$ cat config.mk
export PLATFORM = sky130hd
export DESIGN_NAME = ifft8_radix2_seq
export DESIGN_NICKNAME = d
export VERILOG_FILES = /design/src/rtl/ifft_pkg.sv /design/src/rtl/ifft_bfly_scaled.sv /design/src/rtl/ifft8_radix2_seq.sv
export SDC_FILE = /design/constraint.sdc
export NUM_CORES = 2
export LEC_CHECK = 0
export BUFFER_PORTS_ARGS = -buffer_cell sky130_fd_sc_hd__buf_2
export CORE_ASPECT_RATIO = 1.2
export CORE_MARGIN = 4
export CORE_UTILIZATION = 39
export DETAILED_ROUTE_END_ITERATION = 12
export GPL_TIMING_DRIVEN = 0
export PLACE_DENSITY = 0.66
export SYNTH_ARGS = -nofsm -noshare
export SYNTH_HDL_FRONTEND = slang
export SYNTH_SLANG_ARGS = --single-unit
$ cat constraint.sdc
create_clock -name clk -period 13.6 [get_ports clk]
set_input_delay 2.72 -clock clk [delete_from_list [all_inputs] [get_ports clk]]
set_output_delay 2.72 -clock clk [all_outputs]
set_load 0.02 [all_outputs]
$ cat src/rtl/ifft_pkg.sv
// ---------------------------------------------------------------------------
// ifft_pkg
//   Shared constants for the 8-point sequential radix-2 inverse FFT:
//   Q4.14 twiddle magnitudes, FSM state encodings and the 3-bit
//   bit-reverse table used to load the work RAM in DIT order.
// ---------------------------------------------------------------------------
package ifft_pkg;

  // Twiddles are Q4.14: 1.0 = 2^14, cos(pi/4) rounded = 11585.
  localparam int                 TW_FRAC = 14;
  localparam logic signed [17:0] TW_ONE  = 18'sd16384;
  localparam logic signed [17:0] TW_R2   = 18'sd11585;

  // FSM encodings. LOAD is the single cycle that copies the finished RAM
  // into the saturating output register.
  localparam logic [1:0] ST_IDLE = 2'd0;
  localparam logic [1:0] ST_CALC = 2'd1;
  localparam logic [1:0] ST_LOAD = 2'd2;
  localparam logic [1:0] ST_DONE = 2'd3;

  // RAM slot j receives bin BITREV_TBL[j]: order 0,4,2,6,1,5,3,7.
  localparam logic [23:0] BITREV_TBL = {3'd7, 3'd3, 3'd5, 3'd1,
                                        3'd6, 3'd2, 3'd4, 3'd0};

  function automatic logic [2:0] bitrev3(input logic [2:0] idx);
    return BITREV_TBL[3*idx +: 3];
  endfunction

endpackage

$ cat src/rtl/ifft_bfly_scaled.sv
// ---------------------------------------------------------------------------
// ifft_bfly_scaled
//   Combinational radix-2 DIT butterfly with 1/2 scaling.
//     t  = b * w          full-precision complex product, then >>> TW_FRAC
//     a' = (a + t) >>> 1
//     b' = (a - t) >>> 1  (all shifts truncate toward -inf)
// Ports
//   a_re_i/a_im_i, b_re_i/b_im_i   operands, signed DW bits
//   w_re_i/w_im_i                  twiddle, signed TW bits, Q4.14
//   ap_re_o/ap_im_o, bp_re_o/bp_im_o results, signed DW bits
// ---------------------------------------------------------------------------
module ifft_bfly_scaled
  import ifft_pkg::*;
#(
  parameter int DW = 20,
  parameter int TW = 18
) (
  input  logic signed [DW-1:0] a_re_i,
  input  logic signed [DW-1:0] a_im_i,
  input  logic signed [DW-1:0] b_re_i,
  input  logic signed [DW-1:0] b_im_i,
  input  logic signed [TW-1:0] w_re_i,
  input  logic signed [TW-1:0] w_im_i,
  output logic signed [DW-1:0] ap_re_o,
  output logic signed [DW-1:0] ap_im_o,
  output logic signed [DW-1:0] bp_re_o,
  output logic signed [DW-1:0] bp_im_o
);

  // One guard bit over the product width covers the complex add.
  localparam int PW = DW + TW + 1;

  logic signed [PW-1:0] prod_re, prod_im;
  logic signed [PW-1:0] t_re, t_im;
  logic signed [PW-1:0] sum_re, sum_im, dif_re, dif_im;

  always_comb begin
    prod_re = PW'(b_re_i) * PW'(w_re_i) - PW'(b_im_i) * PW'(w_im_i);
    prod_im = PW'(b_re_i) * PW'(w_im_i) + PW'(b_im_i) * PW'(w_re_i);
    t_re    = prod_re >>> TW_FRAC;
    t_im    = prod_im >>> TW_FRAC;
    sum_re  = PW'(a_re_i) + t_re;
    sum_im  = PW'(a_im_i) + t_im;
    dif_re  = PW'(a_re_i) - t_re;
    dif_im  = PW'(a_im_i) - t_im;
    // The 1/2 scaling per stage keeps every stage result inside DW bits.
    ap_re_o = DW'(sum_re >>> 1);
    ap_im_o = DW'(sum_im >>> 1);
    bp_re_o = DW'(dif_re >>> 1);
    bp_im_o = DW'(dif_im >>> 1);
  end

endmodule

$ cat src/rtl/ifft8_radix2_seq.sv
// ---------------------------------------------------------------------------
// ifft8_radix2_seq
//   8-point inverse FFT, one radix-2 DIT butterfly per clock
//   (3 stages x 4 butterflies), 1/2 scaling per stage, 1/8 overall.
//   One transform in flight; result held on out_re/out_im until accepted.
// Ports
//   clk, rst             clock (rising edge), asynchronous active-high reset
//   in_valid/in_ready    input handshake; in_ready only while idle
//   in_re/in_im          8 bins, bin k at [k*IW +: IW], signed
//   out_valid/out_ready  output handshake; out_valid held until accepted
//   out_re/out_im        8 samples, sample n at [n*OW +: OW], saturated
//   busy                 high from accept until out_valid rises
// ---------------------------------------------------------------------------
module ifft8_radix2_seq
  import ifft_pkg::*;
#(
  parameter int IW = 19,
  parameter int OW = 19,
  parameter int TW = 18
) (
  input  logic            clk,
  input  logic            rst,
  input  logic            in_valid,
  output logic            in_ready,
  input  logic [8*IW-1:0] in_re,
  input  logic [8*IW-1:0] in_im,
  output logic            out_valid,
  input  logic            out_ready,
  output logic [8*OW-1:0] out_re,
  output logic [8*OW-1:0] out_im,
  output logic            busy
);

  localparam int DW = IW + 1;

  localparam logic signed [TW-1:0] W_ONE = TW'(TW_ONE);
  localparam logic signed [TW-1:0] W_R2  = TW'(TW_R2);

  localparam logic signed [DW-1:0] SAT_MAX = DW'((64'sd1 <<< (OW-1)) - 64'sd1);
  localparam logic signed [DW-1:0] SAT_MIN = DW'(-(64'sd1 <<< (OW-1)));

  logic [1:0] state_q, state_d;
  logic [1:0] bf_q, bf_d;
  logic [1:0] stage_q, stage_d;
  logic       accept;

  logic signed [DW-1:0] ram_re_q [8];
  logic signed [DW-1:0] ram_im_q [8];
  logic [8*OW-1:0]      out_re_q, out_im_q;

  logic [2:0]           a_idx, b_idx;
  logic [1:0]           tw_k;
  logic signed [TW-1:0] w_re, w_im;
  logic signed [DW-1:0] ap_re, ap_im, bp_re, bp_im;

  function automatic logic [OW-1:0] sat(input logic signed [DW-1:0] v);
    if (v > SAT_MAX)      return OW'(SAT_MAX);
    else if (v < SAT_MIN) return OW'(SAT_MIN);
    else                  return OW'(v);
  endfunction

  assign accept    = in_valid && (state_q == ST_IDLE);
  // Gated by rst so upstream never sees ready while the block is held.
  assign in_ready  = (state_q == ST_IDLE) && !rst;
  assign out_valid = (state_q == ST_DONE);
  assign busy      = (state_q == ST_CALC) || (state_q == ST_LOAD);
  assign out_re    = out_re_q;
  assign out_im    = out_im_q;

  // Butterfly addressing for stage s, span 2^s:
  //   a = (bf >> s) * 2^(s+1) + (bf mod 2^s), b = a + 2^s,
  //   twiddle k = (bf mod 2^s) * (4 >> s).
  always_comb begin
    a_idx = 3'd0;
    b_idx = 3'd0;
    tw_k  = 2'd0;
    case (stage_q)
      2'd0: begin
        a_idx = {bf_q, 1'b0};
        b_idx = {bf_q, 1'b1};
        tw_k  = 2'd0;
      end
      2'd1: begin
        a_idx = {bf_q[1], 1'b0, bf_q[0]};
        b_idx = {bf_q[1], 1'b1, bf_q[0]};
        tw_k  = {bf_q[0], 1'b0};
      end
      default: begin
        a_idx = {1'b0, bf_q};
        b_idx = {1'b1, bf_q};
        tw_k  = bf_q;
      end
    endcase
  end

  // Inverse-transform twiddle ROM: W^-k = e^{+j*2*pi*k/8}.
  always_comb begin
    w_re = W_ONE;
    w_im = '0;
    case (tw_k)
      2'd0: begin w_re = W_ONE; w_im = '0;    end
      2'd1: begin w_re = W_R2;  w_im = W_R2;  end
      2'd2: begin w_re = '0;    w_im = W_ONE; end
      default: begin w_re = -W_R2; w_im = W_R2; end
    endcase
  end

  ifft_bfly_scaled #(
    .DW (DW),
    .TW (TW)
  ) u_bfly (
    .a_re_i  (ram_re_q[a_idx]),
    .a_im_i  (ram_im_q[a_idx]),
    .b_re_i  (ram_re_q[b_idx]),
    .b_im_i  (ram_im_q[b_idx]),
    .w_re_i  (w_re),
    .w_im_i  (w_im),
    .ap_re_o (ap_re),
    .ap_im_o (ap_im),
    .bp_re_o (bp_re),
    .bp_im_o (bp_im)
  );

  always_comb begin
    state_d = state_q;
    bf_d    = bf_q;
    stage_d = stage_q;
    case (state_q)
      ST_IDLE: begin
        if (accept) begin
          state_d = ST_CALC;
          bf_d    = 2'd0;
          stage_d = 2'd0;
        end
      end
      ST_CALC: begin
        bf_d = bf_q + 2'd1;
        if (bf_q == 2'd3) begin
          if (stage_q == 2'd2) begin
            stage_d = 2'd0;
            state_d = ST_LOAD;
          end else begin
            stage_d = stage_q + 2'd1;
          end
        end
      end
      ST_LOAD: state_d = ST_DONE;
      default: begin
        if (out_ready) state_d = ST_IDLE;
      end
    endcase
  end

  always_ff @(posedge clk or posedge rst) begin
    if (rst) begin
      state_q <= ST_IDLE;
      bf_q    <= 2'd0;
      stage_q <= 2'd0;
    end else begin
      state_q <= state_d;
      bf_q    <= bf_d;
      stage_q <= stage_d;
    end
  end

  // Work RAM: loaded in bit-reversed order on accept, updated in place by
  // one butterfly per CALC cycle. Contents are don't-care outside a transform.
  always_ff @(posedge clk) begin
    if (accept) begin
      for (int j = 0; j < 8; j++) begin
        ram_re_q[j] <= DW'($signed(in_re[bitrev3(3'(j))*IW +: IW]));
        ram_im_q[j] <= DW'($signed(in_im[bitrev3(3'(j))*IW +: IW]));
      end
    end else if (state_q == ST_CALC) begin
      ram_re_q[a_idx] <= ap_re;
      ram_im_q[a_idx] <= ap_im;
      ram_re_q[b_idx] <= bp_re;
      ram_im_q[b_idx] <= bp_im;
    end
  end

  // Output register: DIT leaves samples in natural order.
  always_ff @(posedge clk or posedge rst) begin
    if (rst) begin
      out_re_q <= '0;
      out_im_q <= '0;
    end else if (state_q == ST_LOAD) begin
      for (int n = 0; n < 8; n++) begin
        out_re_q[n*OW +: OW] <= sat(ram_re_q[n]);
        out_im_q[n*OW +: OW] <= sat(ram_im_q[n]);
      end
    end
  end

endmodule

==> metrics <==
routed wire length per instance=roughly 36 um; Tot GR Track Use=0.407; hold depth=1; Mapped Nets=between 9000 and 10000; status=complete, but fails checks; CTS Buf Count=67; largest area contributor in the netlist=fa_1; mux contribution to synthesized area=0.0414; main combinational cell family by area after synthesis=adder cells; post-synthesis adder-cell area fraction=0.363; I/O pins=between 600 and 700; RePlAce Congestion=approximately 1.1; worst path required time=about 14 ns; PortBufs=614; Post-Synth Simple-Gate Area=0.122; post-synth cell types=90; Worst-Margin Slew=~1.6 ns; setup TNS=0 ns; Worst slew margin=-0.0915; first-pass GRT wire length=approximately 530 mm; critical path launch point type=register; final hold violations=0; Hold Path Class=reg2reg; most common cell in the netlist=inv_1; fmax=between 70 and 80 MHz; cells on worst reg2reg path=46; standard-cell rows=approximately 170; vias in the first global route=between 60000 and 70000; Die Footprint=0.190 mm^2; drt pass-1 iters=7; share of cells above drive strength 1=0.162; largest net degree at the start of global routing=121; Clk Latency, worst-skew pair=0.69 ns; CP most frequent cell=inv_1; slowest CP cell=xnor2_2; register area share after synthesis=0.243; EDFF count, synth=320; Starting Density=0.394; clock-pin slew on the worst setup and hold paths=roughly 0.070 ns; final core area utilization=0.455; Area contributors post-synth=fa_1 25%, edfxtp_1 13%, dfrtp_1 11%, ha_1 10%, inv_1 7.3%; CP max FO=10; TritonCTS clock tree=built; register bit count reported by yosys=630; max-slew violation count=87; CTS Buffer Depth=3; Layout Cells excl Fill=10900; Nets=~10000; number of remaining DRC errors=0; clock sinks=630; prevailing post-synth register cell=edfxtp_1; Die Ht=between 400 and 500 um; P&R area growth vs syn=15.4%; core area=0.182 mm^2; top-area cell type share of the netlist area=0.255; Mapped Avg Cell Area=9.33 um^2; RSZ-0062 raised after global routing=true; Compound-Gate Fraction of Synth Area=0.111; Root Buffer=clkbuf_16; CTS H-tree depth=3; Cells after DPL=10700; Mapped Cells=about 7700; Crit. End Element=register; initial antenna violation count=49; final worst-path cycle share=0.995; initial drt markers=just under 8000; Vias/cell=between 5 and 6; Setup CP Type=reg2reg; Final min period=13.53 ns; Detailed Route WL=393 mm; max_cap viols=12; asr flop ratio synth=0.492; total vias in the final route=64500; Die W=~400 um; Final ANT Viol Nets=0; Synth Area in XOR/XNOR=0.0260; Synth warnings=0; Synth Cell Area=0.0715 mm^2; Clock Skew=roughly 0.034 ns; # setup viols final=0; grt ovf=0; Worst path max stage delay=0.85 ns; worst endpoint data arrival time=13.85 ns; Post-synth top cells=1393 x inv_1, 1036 x nand2_1, 911 x fa_1, 569 x ha_1, 548 x nor2_1; failing checks=max-capacitance violations, max-slew violations; hpwl dp=332 mm
[flip-flops by register name, summed over array words and instances (netlist names)]
register and cells:
out_im 152, ram_im_q 160, stage_q 2, state_q 2
ram_re_q 160, out_re 152, bf_q 2
[cells in the final DEF, fill, tap and decap left out, types with 77 or more instances in the layout]
| master | instances |
|---|---|
| inv_1 | 1380 |
| nand2_1 | 1017 |
| fa_1 | 908 |
| buf_2 | 628 |
| ha_1 | 564 |
| nor2_1 | 531 |
| a21oi_1 | 341 |
| edfxtp_1 | 320 |
| dfrtp_1 | 309 |
| clkbuf_1 | 289 |
| mux2_2 | 252 |
| nand3_1 | 248 |
| o21ai_0 | 206 |
| xnor2_1 | 126 |
| o211ai_1 | 77 |
[cells by family (layout without fill, tap and decap cells)]
| kind of cell | count (synthesis) | after routing |
|---|---|---|
| AND/OR/NAND/NOR | 2070 | 2070 |
| buffers and inverters | 1788 | 2604 |
| adder cells (fa/ha/maj) | 1537 | 1537 |
| AO/OA/AOI/OAI | 1171 | 1171 |
| flip-flops | 630 | 630 |
| multiplexers | 262 | 262 |
| XOR/XNOR | 211 | 211 |
| other | 0 | 20 |
[final timing paths]
kind                                   end       start  slack (ns)
min                             out_im[54]  out_im[54]        0.50
max reg2reg                ram_re_q[6][13]     bf_q[1]        0.07
max in group asynchronous       out_im[39]         rst        9.59
min reg2reg                     out_im[54]  out_im[54]        0.50
max                        ram_re_q[6][13]     bf_q[1]        0.07
min in group asynchronous       out_re[72]         rst        2.27
[layout make-up]
class / count / area, um^2
diodes: 20 / 50.0
flip-flops and latches: 630 / 17400
plain buffers: 381 / 1730
repair buffers: 702 / 4200
inverters: 1397 / 5280
clock inverters: 32 / 352
well taps: 2422 / 3030
fillers: 17700 / 99100
clock buffers: 92 / 2000
multi-input cells: 5251 / 48600
[routing by layer]
metal | track usage | part of all wire | vias up
met2 | 0.636 | 0.45 | 4112
met4 | 0.286 | 0.090 | 24
met1 | 0.495 | 0.36 | 32500
met5 | 0 | 0.00042 | -
li1 | - | - | 26500
met3 | 0.0965 | 0.097 | 1258
[timing repair]
action,CTS,global route
setup buffers,28,14
cloned,0,0
pin swaps,19,8
hold buffers,0,0
endpoints found under the setup margin,320,195
gates resized for setup,216,91
[worst max-delay path: cells and delay by family, from the launching register on]
family / cells / cell delay, ns
xor gates and xnor gates: 2 / 1.16
buffers and inverters: 17 / 3.08
adders and majority gates: 10 / 4.27
and+or+nand+nor: 7 / 1.73
DFF: 1 / 0.47
AOI/OAI and AO/OA: 10 / 2.35
[metrics by stage]
stage	worst slack [ns]	area, um^2	hold slack, ns
4_1_cts	-0.134	82100	0.504
3_3_place_gp	-5.06	77600	0.488
2_1_floorplan	1.55	71500	0.481
6_report	0.0710	82600	0.503
5_1_grt	-0.0216	82500	0.520
3_5_place_dp	-4.41	78700	0.490
Power is left out: the tool's default activity adds up to more than one toggle a clock period on the data nets, which glitch-free logic cannot reach.
